**config.mk**
```make
export PLATFORM = sky130hd
export DESIGN_NAME = sysid_read_arbiter
export DESIGN_NICKNAME = d
export VERILOG_FILES = /design/src/rtl/sysid_read_arbiter.sv
export SDC_FILE = /design/constraint.sdc
export NUM_CORES = 1
export LEC_CHECK = 0
export ABC_CLOCK_PERIOD_IN_PS = 2700
export BUFFER_PORTS_ARGS = -buffer_cell sky130_fd_sc_hd__clkbuf_2
export CAP_MARGIN = 25
export CORE_AREA = 8 8 51 95
export DETAILED_ROUTE_END_ITERATION = 12
export DIE_AREA = 0 0 59 103
export GPL_ROUTABILITY_DRIVEN = 1
export PLACE_DENSITY = 0.8
export SLEW_MARGIN = 20
export SYNTH_ARGS = -nofsm -noshare
export SYNTH_HDL_FRONTEND = slang
export SYNTH_SLANG_ARGS = --single-unit
```
**constraint.sdc**
```tcl
create_clock -name clock -period 2.7 [get_ports clock]
set_input_delay 0.27 -clock clock [delete_from_list [all_inputs] [get_ports clock]]
set_output_delay 0.27 -clock clock [all_outputs]
set_load 0.05 [all_outputs]
```
**src/rtl/sysid_read_arbiter.sv**
```systemverilog
// Two-requester arbiter in front of a zero-latency sysid slave; boot-time timestamp check.
// Latency: request sampled at an IDLE edge gives valid two cycles later; new grants are refused while a read is in flight.
module sysid_read_arbiter #(
   parameter logic [31:0] EXPECTED_TIMESTAMP = 32'h569D6443
) (
   input  logic        clock,
   input  logic        reset,
   input  logic        m0_req,
   input  logic        m0_address,
   output logic        m0_valid,
   input  logic        m1_req,
   input  logic        m1_address,
   output logic        m1_valid,
   output logic [31:0] rdata,
   output logic        sid_address,
   input  logic [31:0] sid_readdata,
   output logic        id_ok,
   output logic        id_err
);

   typedef enum logic [1:0] {BOOT, IDLE, READ, DONE} state_t;

   state_t      r_state;
   logic        r_owner;
   logic        r_addr;
   logic        r_last_grant;
   logic        r_m0_valid;
   logic        r_m1_valid;
   logic        r_id_ok;
   logic        r_id_err;
   logic [31:0] r_rdata;

   logic        w_grant_m1;
   logic        w_ts_match;

   // r_last_grant high means m1 was served last, so m0 wins the next tie.
   assign w_grant_m1 = m1_req & (~m0_req | ~r_last_grant);
   assign w_ts_match = (sid_readdata == EXPECTED_TIMESTAMP);

   assign m0_valid = r_m0_valid;
   assign m1_valid = r_m1_valid;
   assign rdata    = r_rdata;
   assign id_ok    = r_id_ok;
   assign id_err   = r_id_err;

   always_comb begin
      sid_address = 1'b0;
      case (r_state)
         BOOT:    sid_address = 1'b1;
         READ:    sid_address = r_addr;
         default: sid_address = 1'b0;
      endcase
   end

   always_ff @(posedge clock or posedge reset) begin
      if (reset) begin
         r_state      <= BOOT;
         r_owner      <= 1'b0;
         r_addr       <= 1'b0;
         r_last_grant <= 1'b1;
         r_m0_valid   <= 1'b0;
         r_m1_valid   <= 1'b0;
         r_id_ok      <= 1'b0;
         r_id_err     <= 1'b0;
         r_rdata      <= 32'h0;
      end else begin
         r_m0_valid <= 1'b0;
         r_m1_valid <= 1'b0;
         case (r_state)
            BOOT: begin
               if (w_ts_match) r_id_ok  <= 1'b1;
               else            r_id_err <= 1'b1;
               r_state <= IDLE;
            end
            IDLE: begin
               if (m0_req || m1_req) begin
                  r_owner      <= w_grant_m1;
                  r_last_grant <= w_grant_m1;
                  r_addr       <= w_grant_m1 ? m1_address : m0_address;
                  r_state      <= READ;
               end
            end
            READ: begin
               r_rdata <= sid_readdata;
               if (r_owner) r_m1_valid <= 1'b1;
               else         r_m0_valid <= 1'b1;
               if (r_addr && !w_ts_match) r_id_err <= 1'b1;
               r_state <= DONE;
            end
            DONE: r_state <= IDLE;
            default: r_state <= BOOT;
         endcase
      end
   end

endmodule

```
### After elaboration in Yosys (flattened, before gate mapping)

Cells that the tools add are included.
Widths: inputs -> output; s select.

| storage, ports and cells | value |
|---|---|
| flip-flop bits (word level) | 41 |
| bits of input ports | 38 |
| output and inout bits | 37 |
| word-level logic and storage cells | 40 |

| cells by class | value |
|---|---|
| mux-type cells | 11 |
| bitwise operators | 4 |
| reductions and logical operators | 9 |
| equality and inequality tests | 7 |

Operators by type and width:

| operator | number |
|---|---|
| $eq 32x31->1 const B | 1 |
| $mux 1 | 7 |
| $ne 2x2->1 const B | 3 |
| $pmux 2 s3 | 1 |
| $eq 2x2->1 const B | 2 |
| $pmux 1 s2 | 2 |
| $reduce_and 2->1 | 2 |
| $reduce_and 3->1 | 1 |
| $eq 2x1->1 const B | 1 |
| $logic_not 2->1 | 1 |
| $mux 2 | 1 |
| $not 1->1 | 2 |
| $reduce_bool 2->1 | 1 |
| $reduce_or 2->1 | 1 |
| $and 1x1->1 | 1 |
| $logic_and 1x1->1 | 1 |
| $logic_not 1->1 | 1 |
| $logic_or 1x1->1 | 1 |
| $or 1x1->1 | 1 |

### Logic depth before layout (Yosys ltp)

Gate-level depths: netlist (run 1).

| logic depth | value |
|---|---|
| depth after elaboration | 5 |
| mapped depth | 6 |
| gate-level depth less buffers | 5 |

### Worst setup path after synthesis (run 1)

No wires, ideal clock.

| path | value |
|---|---|
| path kind | register to register |
| start point | register r_state[0] |
| end point | register r_id_err (netlist: id_err) |
| path slack | 1.178 ns |
| required time | 2.622 ns |
| clock period less this slack | 1.522 ns |
| stages on the path, launching flop included | 7 |
| setup time | 0.078 ns |
| path buffers | 1 |
| arrival time | 1.444 ns |
| cell sequence | dfrtp_1 inv_1 ha_1 buf_2 a21o_1 o21ai_0 o21bai_1 |

| on the way | value |
|---|---|
| word-level cells in the longest chain between the ends | 3 |
| elaborated cells on any way between the ends | 7 |
| those cells by class | eq/ne (3); mux (1); reduce/logical (3) |

Ends and longest elaborated chain:

| what | RTL line | source |
|---|---|---|
| start: declaration | 23 | `state_t r_state;` |
| start signal: assignment | 57 | `r_state <= BOOT;` |
| start signal: assignment | 73 | `r_state <= IDLE;` |
| start signal: assignment | 80 | `r_state <= READ;` |
| $eq 2x2->1 or $logic_not 2->1 (tied branches) | 69 | `case (r_state)` |
| $ne 2x2->1 (no line) or $reduce_bool 2->1 (tied branches) | - |  |
| $reduce_and 3->1 (no line) | - |  |
| end signal: assignment | 64 | `r_id_err <= 1'b0;` |
| end signal: assignment | 72 | `else r_id_err <= 1'b1;` |
| end signal: assignment | 87 | `if (r_addr && !w_ts_match) r_id_err <= 1'b1;` |
| end: declaration | 30 | `logic r_id_err;` |

Parallel ways exist; a longest one is shown, timed or not.
A chain may end at the register's enable or synchronous reset.

### Final worst setup path (run 1)

| path | value |
|---|---|
| start point | register r_state[0] |
| end point | output port sid_address |

| on the way | value |
|---|---|
| word-level cells in the longest chain between the ends | 2 |
| elaborated cells on any way between the ends | 3 |
| those cells by class | eq/ne (1); mux (1); reduce/logical (1) |

Ends and longest elaborated chain:

| what | RTL line | source |
|---|---|---|
| $eq 2x2->1 or $logic_not 2->1 (tied branches) | 48 | `case (r_state)` |
| $pmux 1 s2 * | 48 |  |
| end: declaration | 15 | `output logic sid_address,` |

Mark *: on every way between the ends. The rest lies on a longest branch, timed or not.

==> metrics.csv, run 1 <==
metric,value,unit
path_cells,inv_1 -> ha_1 -> a21o_1 -> clkbuf_2,
gp_congestion,0.754,
dpl.hpwl,3460,µm
crit_slowest_cell,ha_1,
tns,0,ns
path_max_fanout,12,
synth_area_per_cell,14.5,µm²
regArea,0.00103,mm²
area.growth.synth_to_final,31.1,%
wl,4140,µm
drtIter0Drc,13,
num_vias,1223,
die_h,103,µm
cts_root_buf,clkbuf_8,
synth_compound_area_share,4.07,%
r2r_cells,4,
synthAdderAreaFrac,2.18,%
dpl_cell_area,0.00214,mm²
synth_top_family_by_area,multiplexers,
post_cts_buffers,0,
synth_mux_area_share,20.9,%
worst-path-buf-inv,2,
grt_pass1_vias,1361,
yosysUniqueCellTypes,23,
crit_family,adder cells,
cts.sinks,41,
firstDrtPassIters,4,
syn_inst,119,
regToRegSetupSlack,0.94,ns
ys_ff_latch,41,
synth_simple_gate_area_share,9.66,%
end_kind,output pin,
initial_core_util,48.3,%
postCtsResizedCells,0,
layout_min_cycle_time,2.00,ns
maxCapViolCount,0,
multi_input_area,634,µm²
final_max_slew_viol_count,0,
fin_nets,240,
portBuffers,74,
vias_per_cell,4.91,
die_w,59,µm
overflow,0,
die_area,0.00608,mm²
final.period_utilization,73.9,%
netlist.area_leader.share,58.1,%
timing_hold_violations_final,0,
nFillCells,306,
rows,31,
ys_seq_area_share,59.6,%
rsz0062_at_grt,no,
cts_hold_buffers,0,
r2r-start,r_state[0]$_DFFE_PP0P_,
clk_latency,0.29,ns
antenna_found_initial,0,
yosys.area.top_type,dfrtp_1,
cp.arrival,1.73,ns
synth_nets,160,
drive_gt1_share,61.5,%
cts_max_path_buffers,2,
grt_usage,14.0,%
r2r_end,rdata[5]$_DFFE_PP0N_,
synth_area_leaders,"dfrtp_1, mux2_2, nor4b_2",
status,"finished, final reports clean",
synthXorXnorAreaFrac,0,%
max_slew.worst_pin.slew,0.679,ns
worstHoldPathType,in -> async,
cts_tree,yes,
cts_buffers,5,
avgRoutedWirePerCell,16.6,µm
cts_max_level,2,
slew_headroom,54.7,%
grt_start_max_net_pins,19,
ios,75,
clock_skew,0.00296,ns
critical_path_class,reg -> out,
slowest_delay,0.45,ns
drc,0,
design_area,0.00226,mm²
crit_required,2.43,ns
fmax,501,MHz
synth_warnings,0,
critPathLaunchType,register,
setup_viol,0,
insertedDiodeCount,0,
clkTransAtPathRegs,0.08,ns
core,0.00357,mm²
syn_area,0.00172,mm²
grt_pass1_wl,6420,µm
ant_nets,0,
## worst max path at each step
stage | slack [ns] | start | cells past startpoint | endpoint
after floorplan | 1.18 | r_state[0]$_DFFE_PP0P_ | 6 | id_err$_DFFE_PP0P_
after global placement | 1.04 | r_state[0]$_DFFE_PP0P_ | 4 | rdata[6]$_DFFE_PP0N_
after detailed placement | 0.95 | r_state[0]$_DFFE_PP0P_ | 4 | rdata[5]$_DFFE_PP0N_
after CTS | 0.68 | r_state[0]$_DFFE_PP0P_ | 4 | sid_address
after global routing | 0.58 | r_state[0]$_DFFE_PP0P_ | 4 | sid_address
final | 0.70 | r_state[0]$_DFFE_PP0P_ | 4 | sid_address
## cell usage in the layout (no fill, tap or decap), types with 3 or more instances in the layout
master    Yosys  routed
clkbuf_2      0      74
dfrtp_1      40      40
mux2_2       32      32
clkbuf_8      0       6
inv_1         5       5
a21oi_1       4       4
nand2_1       4       4
buf_4         0       4
nor4b_2       3       3
nor2_1        3       3
o21ai_0       3       3
ha_1          3       3
## stage by stage
step | setup slack, ns | hold slack (ns) | std cells | util (%)
after floorplan | 1.18 | 0.343 | 119 | -
after global placement | 1.04 | 0.348 | 241 | 60.0
after detailed placement | 0.952 | 0.380 | 241 | 60.0
after CTS | 0.683 | 0.0676 | 249 | 63.3
after global routing | 0.581 | 0.0960 | 249 | 63.3
final | 0.704 | 0.0562 | 249 | 63.3
## worst register-to-register path, stage by stage (launching register included)
cell     delay, ns
dfrtp_1       0.39
inv_1         0.10
ha_1          0.45
buf_4         0.33
mux2_2        0.37
## flip-flops by register name, summed over array words and instances (netlist names)
register / flops
id_ok: 1
r_addr: 1
rdata: 32
m1_valid: 1
r_last_grant: 1
m0_valid: 1
r_owner: 1
r_state: 2
id_err: 1
## layer usage
metal | vias up | global-route usage [%] | wire, µm
met5 | - | 0 | 0
met1 | 598 | 12.6 | 1310
met4 | 0 | 6.12 | 69
met3 | 6 | 3.88 | 255
met2 | 38 | 27.3 | 2500
li1 | 581 | - | -
## cell usage after synthesis, drive strengths merged
cell and n:
nand3b 2, dfrtp 40, a31oi 2, nand2b 1
clkbuf 1, and4bb 2, nand4 2, a21o 2
nor4bb 1, nor2 3, nand2 4, and2 1
o21ai 3, a21oi 4, dfstp 1, inv 5
ha 3, and4b 2, buf 4, nor4b 3
mux2 32, o21bai 1
## area by class of cell
| type | instances | share of cell area [%] |
|---|---|---|
| Clock buffer | 7 | 3.82 |
| Clock inverter | 1 | 1.33 |
| Inverter | 5 | 0.831 |
| Multi-Input combinational cell | 68 | 28.1 |
| Sequential cell | 41 | 45.5 |
| Tap cell | 49 | 2.71 |
| Timing Repair Buffer | 78 | 17.7 |
## cell families (layout without fill, tap and decap cells)
logic type,count (synthesis),in the layout
mux,32,32
fa+ha+maj,3,3
compound gates,12,12
flops,41,41
buf+inv,10,91
simple gates,21,21
Power of run 1 is left out: the tool's default activity adds up to more than one toggle a clock period on the data nets, which glitch-free logic cannot reach.
==> run 2: changes to the inputs <==
ABC_CLOCK_PERIOD_IN_PS = 1700   (was 2700)
CORE_AREA = 8 8 55 102   (was 8 8 51 95)
DIE_AREA = 0 0 63 110   (was 0 0 59 103)
PLACE_DENSITY = 0.72   (was 0.8)
clock period = 1.7 ns   (was 2.7 ns; I/O delays follow)
==> metrics.csv, run 2 (synthesis gave the netlist of run 1 again) <==
metric,value,unit
area.growth.synth_to_final,34.1,%
switching_share,49.4,%
final_common_cell,clkbuf_2,
ios,75,
drc,0,
cts.sinks,41,
worstHoldPathType,in -> reg,
antenna_found_initial,0,
avgRoutedWirePerCell,15.4,µm
mostFrequentLayoutCells,"clkbuf_2, dfrtp_1, mux2_2, clkbuf_8",
cts_max_path_buffers,2,
die_h,110,µm
crit_required,1.53,ns
rows,34,
path_max_fanout,18,
top_layer_used,met4,
dpl.hpwl,3100,µm
num_vias,1226,
clk_latency,0.29,ns
overflow,0,
setup_slack,0.0950,ns
tns,0,ns
fin_cells,255,
end_kind,output pin,
grt_start_max_net_pins,42,
core,0.00430,mm²
grt_pass1_vias,1284,
rsz0062_at_grt,no,
grt_usage,11.5,%
p_seq_share,31.7,%
critPathLaunchType,register,
setup_viol,0,
firstDrtPassIters,4,
nFillCells,413,
wl,3930,µm
status,"finished, final reports clean",
critical_path_class,reg -> out,
final_core_util,53.8,%
drive_gt1_share,62.7,%
layout_min_cycle_time,1.60,ns
met2WireLength,2220,µm
peakVddDrop,1.09,mV
cp.arrival,1.43,ns
p_int,2.71,mW
vias_per_cell,4.81,
fmax,623,MHz
portBuffers,74,
grt_pass1_wl,6280,µm
drtIter0Drc,31,
fin_nets,241,
clockPowerShare,11.3,%
power_leakage,1.13,nW
switchingPower,2.65,mW
dp.cells,244,
die_area,0.00693,mm²
initial_core_util,40.1,%
gp_congestion,0.763,
insertedDiodeCount,0,
multi_input_area,647,µm²
final.period_utilization,94.4,%
max_slew.worst_pin.slew,0.503,ns
wl_met1,1300,µm
p_per_area,2320,mW/mm²
cts_max_level,2,
die_w,63,µm
ant_nets,0,
clkTransAtPathRegs,0.07,ns
regArea,0.00103,mm²
power_frac_comb,57.0,%
cts_buffers,5,
cts_root_buf,clkbuf_8,
timing_hold_violations_final,0,
routed-wl-met3,310,µm
dpl_cell_area,0.00216,mm²
design_area,0.00231,mm²
final_max_slew_viol_count,0,
largest_reg_flops,32,
dp_slack,0.293,ns
slew_headroom,66.5,%
cts_tree,yes,
clock_skew,0.00476,ns
maxCapViolCount,0,
## run 2: worst max-delay path, stage by stage, from the launching register on
cell,delay [ns]
dfrtp_1,0.39
inv_2,0.10
ha_4,0.16
buf_12,0.16
a21o_1,0.19
buf_12,0.15
## run 2: cell type report
| class | count | share of cell area (%) |
|---|---|---|
| Timing Repair Buffer | 79 | 20.0 |
| Multi-Input combinational cell | 68 | 28.0 |
| Tap cell | 54 | 2.93 |
| Inverter | 5 | 0.813 |
| Sequential cell | 41 | 44.5 |
| Clock inverter | 3 | 0.758 |
| Clock buffer | 5 | 2.98 |
## run 2: metrics by stage
stage               hold slack [ns]  power, mW
finish                        0.100       5.36
global route                  0.112       5.63
CTS                          0.0876       5.40
detailed placement            0.311       4.71
global placement              0.302       4.67
floorplan                     0.243       3.98
## run 2: timing repair
item                                   CTS  global route
gates cloned                             1             0
gates resized for setup                  1             2
pin swaps                                0             1
setup buffers                            0             1
setup endpoints to repair                1             1
hold buffers                             1             0
endpoints found under the hold margin   33             0
## run 2: worst paths after layout
kind,start,to,slack (ns),depth (start not counted)
max in group asynchronous,reset,r_last_grant$_DFFE_PP1P_,0.80,4
worst min register to register,r_owner$_DFFE_PP0P_,m0_valid$_DFF_PP0_,0.47,1
worst max-delay path,r_state[0]$_DFFE_PP0P_,sid_address,0.1,5
worst min-delay path,m0_req,r_last_grant$_DFFE_PP1P_,0.10,2
worst max register to register,r_state[0]$_DFFE_PP0P_,rdata[26]$_DFFE_PP0N_,0.31,4
min in group asynchronous,reset,rdata[23]$_DFFE_PP0N_,0.53,4
## run 2: power by group through the flow
stage	Sequential (mW)	Combinational [mW]	Clock [mW]
2_1_floorplan	3.11	0.867	0
3_3_place_gp	1.71	2.96	0
3_5_place_dp	1.72	2.99	0
4_1_cts	1.70	3.07	0.635
5_1_grt	1.76	3.21	0.670
6_report	1.70	3.06	0.603
## run 2: metal layers
layer,GRT usage (%),vias to the layer above
li1,-,589
met1,10.5,586
met2,20.9,43
met3,4.76,8
met4,6.40,0
met5,0,-
(Power assumes the default switching activity.)
==> run 3: changes to the inputs <==
--- a/config.mk
+++ b/config.mk
@@ -14,2 +14,3 @@
 export GPL_ROUTABILITY_DRIVEN = 1
+export MAX_ROUTING_LAYER = met4
 export PLACE_DENSITY = 0.72
==> constraint.sdc (replaced) <==
create_clock -name clock -period 1.7 [get_ports clock]
set_input_delay 0.34 -clock clock [delete_from_list [all_inputs] [get_ports clock]]
set_output_delay 0.34 -clock clock [all_outputs]
set_load 0.05 [all_outputs]
==> metrics.csv, run 3 (synthesis gave the netlist of run 1 again) <==
metric,value,unit
status,"finished, final reports clean",
r2r-start,r_state[0]$_DFFE_PP0P_,
clkTransAtPathRegs,0.07,ns
largest_reg_flops,32,
overflow,0,
avgRoutedWirePerCell,15.3,µm
fmax,607,MHz
cts_max_level,2,
grt_pass1_wl,6350,µm
die_area,0.00693,mm²
grt_usage,12.0,%
die_w,63,µm
initial_core_util,40.1,%
core,0.00430,mm²
insertedDiodeCount,0,
whs,0.0675,ns
critical_path_class,reg -> out,
drive_gt1_share,64.2,%
final_max_slew_viol_count,0,
mostFrequentLayoutCells,"clkbuf_2, dfrtp_1, mux2_2, clkbuf_8",
maxCapViolCount,0,
firstDrtPassIters,4,
drc,0,
dpl.hpwl,3070,µm
slew_headroom,79.8,%
path_max_fanout,3,
r2r_cells,4,
area.growth.synth_to_final,34.2,%
regToRegSetupSlack,0.39,ns
worstHoldPathType,in -> async,
ant_nets,0,
fin_nets,241,
crit_required,1.36,ns
cp-startpoint,r_state[1]$_DFFE_PP0P_,
timing_hold_violations_final,0,
portBuffers,74,
grt_start_max_net_pins,42,
vias_per_cell,4.84,
cts.sinks,41,
cts_buffers,5,
end_kind,output pin,
gp_congestion,0.735,
fin_cells,255,
final_common_cell,clkbuf_2,
rows,34,
cts_root_buf,clkbuf_8,
r2r_end,rdata[24]$_DFFE_PP0N_,
final.period_utilization,96.9,%
setup_viol,0,
cp.arrival,1.31,ns
wl,3890,µm
max_slew.worst_pin.slew,0.304,ns
antenna_found_initial,0,
num_vias,1235,
die_h,110,µm
dp.cells,244,
cts_tree,yes,
clock_skew,0.00197,ns
ios,75,
critPathLaunchType,register,
cts_max_path_buffers,2,
clk_latency,0.29,ns
layout_min_cycle_time,1.65,ns
grt_pass1_vias,1324,
drtIter0Drc,43,
cts_hold_buffers,0,
[run 3: final cells by class]
class	count	area, µm²
multi-input combinational	68	649
clock inverter	1	5.00
clock buffer	7	96.3
timing repair buffer	79	448
tap	54	67.6
inverter	5	18.8
sequential	41	1030
fill	418	1980
[run 3: worst max path at each step]
stage / slack, ns / endpoint / depth (start not counted)
final: 0.05 / sid_address / 4
after global routing: -0.005 / sid_address / 4
after CTS: 0.009 / sid_address / 4
after detailed placement: 0.30 / rdata[24]$_DFFE_PP0N_ / 4
after global placement: 0.34 / rdata[30]$_DFFE_PP0N_ / 4
after floorplan: 0.18 / id_err$_DFFE_PP0P_ / 6
[run 3: repair_timing]
item                       in CTS  in global routing
setup endpoints to repair       0                  1
buffers inserted                0                  3
resized for setup               0                  5
[run 3: critical path, stage by stage (launching register included)]
cell     delay (ns)
dfrtp_1        0.42
inv_2          0.07
ha_2           0.18
a21o_1         0.20
buf_12         0.16
[run 3: metrics by stage]
stage          setup TNS [ns]  setup slack (ns)  instance area [µm²]  util [%]
4_1_cts                     0           0.00925                 2270      52.9
2_1_floorplan               0             0.178                 1720         -
3_5_place_dp                0             0.304                 2170      50.6
3_3_place_gp                0             0.338                 2170      50.6
5_1_grt              -0.00481          -0.00481                 2310      53.8
6_report                    0            0.0527                 2310      53.8
[run 3: metal layers]
metal / wire, µm / global-route usage (%)
met4: 86 / 6.40
met2: 2190 / 20.3
met1: 1340 / 11.4
met5: 0 / -
met3: 279 / 5.06
Power of run 3 is left out for the same reason.
